$ cat config.mk
export PLATFORM = sky130hd
export DESIGN_NAME = thread_register_file
export DESIGN_NICKNAME = d
export VERILOG_FILES = /design/src/rtl/gpu_pkg.sv /design/src/rtl/thread_register_file.sv
export SDC_FILE = /design/constraint.sdc
export NUM_CORES = 1
export LEC_CHECK = 0
export ABC_AREA = 1
export CAP_MARGIN = 20
export CORE_AREA = 4 4 129 131
export CTS_BUF_LIST = sky130_fd_sc_hd__clkbuf_2 sky130_fd_sc_hd__clkbuf_4 sky130_fd_sc_hd__clkbuf_8
export DETAILED_ROUTE_END_ITERATION = 16
export DIE_AREA = 0 0 133 135
export PLACE_DENSITY_LB_ADDON = 0.05
export SKIP_CTS_REPAIR_TIMING = 1
export SYNTH_ARGS = -nofsm -noshare
export SYNTH_HDL_FRONTEND = slang
export SYNTH_SLANG_ARGS = --single-unit
$ cat constraint.sdc
create_clock -name clk -period 2 [get_ports clk]
set_input_delay 0.4 -clock clk [delete_from_list [all_inputs] [get_ports clk]]
set_output_delay 0.4 -clock clk [all_outputs]
set_load 0.02 [all_outputs]
$ cat src/rtl/gpu_pkg.sv
// Shared encodings for the GPU core: scheduler states, write-back source
// select and the read-only special register map of a thread register file.
package gpu_pkg;

  typedef enum logic [2:0] {
    CORE_IDLE    = 3'b000,
    CORE_FETCH   = 3'b001,
    CORE_DECODE  = 3'b010,
    CORE_REQUEST = 3'b011,
    CORE_WAIT    = 3'b100,
    CORE_EXECUTE = 3'b101,
    CORE_UPDATE  = 3'b110,
    CORE_DONE    = 3'b111
  } core_state_e;

  typedef enum logic [1:0] {
    REG_SRC_ALU  = 2'b00,
    REG_SRC_LSU  = 2'b01,
    REG_SRC_IMM  = 2'b10,
    REG_SRC_RSVD = 2'b11
  } reg_src_e;

  localparam int NUM_REGS      = 16;
  localparam int GP_REG_LIMIT  = 13;  // R0..R12 are writable
  localparam int REG_BLOCK_ID  = 13;
  localparam int REG_BLOCK_DIM = 14;
  localparam int REG_THREAD_ID = 15;

endpackage : gpu_pkg

$ cat src/rtl/thread_register_file.sv
// Per-thread register file: 13 general-purpose registers plus read-only
// block id / block dim / thread id, read in REQUEST and written in UPDATE.
module thread_register_file
  import gpu_pkg::*;
#(
  parameter int THREADS_PER_BLOCK = 4,
  parameter int THREAD_ID         = 0,
  parameter int DATA_BITS         = 8
) (
  input  logic                 clk,
  input  logic                 reset,
  input  logic                 enable,
  input  logic [7:0]           block_id,
  input  logic [2:0]           core_state,
  input  logic [3:0]           decoded_rd_address,
  input  logic [3:0]           decoded_rs_address,
  input  logic [3:0]           decoded_rt_address,
  input  logic                 decoded_reg_write_enable,
  input  logic [1:0]           decoded_reg_input_mux,
  input  logic [DATA_BITS-1:0] decoded_immediate,
  input  logic [DATA_BITS-1:0] alu_out,
  input  logic [DATA_BITS-1:0] lsu_out,
  output logic [DATA_BITS-1:0] rs,
  output logic [DATA_BITS-1:0] rt
);

  core_state_e          w_state;
  reg_src_e             w_src;
  logic                 w_write_en;
  logic [DATA_BITS-1:0] w_write_data;

  logic [DATA_BITS-1:0] r_regs [NUM_REGS];
  logic [DATA_BITS-1:0] r_rs;
  logic [DATA_BITS-1:0] r_rt;

  assign w_state = core_state_e'(core_state);
  assign w_src   = reg_src_e'(decoded_reg_input_mux);

  // Write-back source select; the reserved encoding suppresses the write.
  always_comb begin
    // NOTE: defaults first so every path assigns every output -- no latches.
    w_write_en   = 1'b0;
    w_write_data = '0;
    if (w_state == CORE_UPDATE && decoded_reg_write_enable &&
        decoded_rd_address < 4'(GP_REG_LIMIT)) begin
      unique case (w_src)
        REG_SRC_ALU: begin w_write_en = 1'b1; w_write_data = alu_out;           end
        REG_SRC_LSU: begin w_write_en = 1'b1; w_write_data = lsu_out;           end
        REG_SRC_IMM: begin w_write_en = 1'b1; w_write_data = decoded_immediate; end
        default:     begin w_write_en = 1'b0; w_write_data = '0;                end
      endcase
    end
  end

  // NOTE: non-blocking assignments so every register samples pre-edge values.
  always_ff @(posedge clk) begin
    if (reset) begin
      // NOTE: the array is reset explicitly because special registers must
      // hold their constants and no pre-reset data may leak out.
      for (int i = 0; i < NUM_REGS; i++) r_regs[i] <= '0;
      r_regs[REG_BLOCK_DIM] <= DATA_BITS'(THREADS_PER_BLOCK);
      r_regs[REG_THREAD_ID] <= DATA_BITS'(THREAD_ID);
      r_rs <= '0;
      r_rt <= '0;
    end else if (enable) begin
      r_regs[REG_BLOCK_ID] <= DATA_BITS'(block_id);
      if (w_state == CORE_REQUEST) begin
        r_rs <= r_regs[decoded_rs_address];
        r_rt <= r_regs[decoded_rt_address];
      end
      if (w_write_en) r_regs[decoded_rd_address] <= w_write_data;
    end
  end

  assign rs = r_rs;
  assign rt = r_rt;

endmodule : thread_register_file

==> metrics <==
f_max=0.549 GHz; Worst-path clk slew=80 ps; final setup violation count=0; number of flops mapped to enable cells by yosys=128; post-synthesis mux area share=0%; post-synthesis xor/xnor area fraction=0%; status=complete, no violations; hpwl dp=17800 µm; pre-CTS setup slack=-262 ps; vias in the first global route=7005; RR Endpoint=rs[2]$_SDFFE_PP0P_; max incr delay on CP=~600 ps; CP Max Fanout=2; synthesis-to-finish area growth=26.2%; gate count after technology mapping=about 1100; Max VDD drop=~0.00041 V; R2R depth=8; Hold Fails Final Rpt=0; post-synthesis adder-cell area fraction=0%; Synth top cells by count=nand2_1 (326), nand3_1 (249), inv_1 (167); drt drc=0; first-pass GRT wire length=38300 µm; largest net degree at the start of global routing=65; gr usage total=between 20% and 30%; Setup crit end kind=primary output; register area share after synthesis=between 40 and 50%; RSZ-0062 raised after global routing=false; Slew Limit Fails=0; clk_skew=between 8 and 9 ps; CP bufs+invs=1; FP Rows=46; Hold WC Path Type=reg -> reg; TritonCTS Sinks=about 140; starting density of the core=between 50% and 60%; crit-path cells=clkdlybuf4s50_1; final WL=between 20000 and 25000 µm; initial drt markers=about 1100; core area=approximately 16000 µm²; worst relative slew slack=around 66%; Cell variety after synth=20; Final Critical Period=around 1800 ps; async set or reset register ratio after synthesis=0%; TritonCTS clock tree=built; post-route ant nets=0; worst-margin pin slew=between 500 and 600 ps; via count=~7800; Die Y=around 140 µm; Synth Cell Area=8420 µm²; Buffers on Ports=68; GRT overflow=0; GPL Wtd Cong=about 0.95; Die W=133 µm; share of the synthesized area in the top cell type=a little under half; initial antenna violation count=0; CP max-delay cell=clkdlybuf4s50_1; wire per inst=roughly 17 µm; largest area contributor in the netlist=edfxtp_1; arrival time worst endpoint=about 1400 ps; worst min-delay path startpoint=rs[5]$_SDFFE_PP0P_; CP top delay family=buffers and inverters; TritonCTS Buffers=17; WP data required=1600 ps; CTS Buffer Depth=2; Setup Crit Path Kind=reg -> out; H-tree levels=4; final hold slack=about 570 ps; Worst R2R Setup Slack=700 ps; Setup crit start kind=register; MaxCap Viol Count=0; share of layout cells above drive strength 1=a little under an eighth; Yosys reg bits=between 100 and 150; Final period util=91.1%; Ports=~70; Root Driver=clkbuf_8; largest family of logic cells by synthesized area=simple AND/OR/NAND/NOR gates; fin nets=1300; most frequent cell after synthesis=nand2_1; Ant. Diodes=0; top cells by area, synth=edfxtp_1 (46%), nand3_1 (15%), nand2_1 (15%); utilization after layout=between 60% and 70%; drt pass-1 iters=6; Main synth FF type=edfxtp_1; YS warnings=0; DIE AREA=approximately 18000 µm²; Pleak=4.80 nW; Power Total=just over 0.007 W; Min-Delay Endpoint=rs[5]$_SDFFE_PP0P_; Compound-Gate Fraction of Synth Area=0%; simple-gate share of the synthesized area=between 30% and 40%; Crit. path cell count=1; Final WS setup=approximately 180 ps; drt via density=5.32; Mean Syn Cell Area=around 7.5 µm²; Clock Latency Late Sink=between 400 and 500 ps; Worst Hold Depth=4; r2r startpoint=r_regs[5][2]$_SDFFCE_PN0P_; Power Density=677 nW/µm²
## cells by family after synthesis
kind of cell | Yosys count
buffers and inverters | 238
DFF | 144
and+or+nand+nor | 742
other | 2
## sequential cells by signal, indices dropped and copies added, names as in the netlist
name	flops
rs	8
r_regs	128
rt	8
## layout make-up
class	count	area, µm²
clock buffers	18	241
multi-input cells	758	3410
flip-flops and latches	144	4160
inverters	172	646
well taps	216	270
fillers	1329	4970
repair buffers	154	1700
clock inverters	14	193
## worst max path at each step
stage                                startpoint                          end  slack, ps
final                        rt[2]$_SDFFE_PP0P_                        rt[2]        180
after detailed placement          core_state[2]   r_regs[2][6]$_SDFFCE_PN0P_       -260
after global routing              core_state[1]   r_regs[3][1]$_SDFFCE_PN0P_        100
after CTS                    rt[2]$_SDFFE_PP0P_                        rt[2]        150
after global placement            core_state[2]   r_regs[2][0]$_SDFFCE_PN0P_       -240
after floorplan           decoded_rd_address[3]  r_regs[11][0]$_SDFFCE_PN0P_          6
## routing by layer
metal  share of wire [%]  GRT usage, %  vias to the layer above
met1                  44          42.0                     3516
met5                   0             0                        -
met4                 3.3          10.7                        0
met2                  43          40.5                      485
li1                    -             -                     3789
met3                 9.9          4.62                       55
## through the flow
step	std cells	area [µm²]	TNS, ps
finish	1476	10600	0
global route	1476	10600	0
CTS	1476	10600	0
detailed placement	1444	10200	-31420
global placement	1444	10200	-28210
floorplan	1140	8470	0
## cell usage in the layout, fill, tap and decap left out
cell type / synthesis / final
buf_4: 2 / 55
clkinv_1: 1 / 1
nor3_2: 1 / 1
nand4_1: 1 / 1
dfxtp_1: 16 / 16
clkbuf_4: 0 / 1
inv_2: 4 / 4
nor2_8: 3 / 3
clkbuf_8: 0 / 17
conb_1: 2 / 16
edfxtp_1: 128 / 128
clkinv_4: 0 / 2
inv_1: 167 / 167
nand4_4: 8 / 8
nand2_4: 1 / 1
inv_6: 0 / 5
clkinvlp_4: 0 / 1
nand2_2: 0 / 1
nand3_4: 1 / 1
nand2_1: 326 / 325
clkdlybuf4s50_1: 0 / 66
buf_2: 0 / 2
bufinv_16: 0 / 3
inv_8: 0 / 3
nor2_4: 1 / 1
buf_12: 0 / 31
nor2_2: 8 / 8
nor2_1: 143 / 143
nand3_1: 249 / 249
## where the power goes
| part | total (W) | switching, W | internal, W |
|---|---|---|---|
| clock network | 0.00254 | 0.00125 | 0.00130 |
| registers | 0.00349 | 0.0000637 | 0.00342 |
| logic | 0.00116 | 0.000699 | 0.000463 |
| total | 0.00719 | 0.00201 | 0.00518 |
No activity file was read; power rests on OpenSTA's default activity.
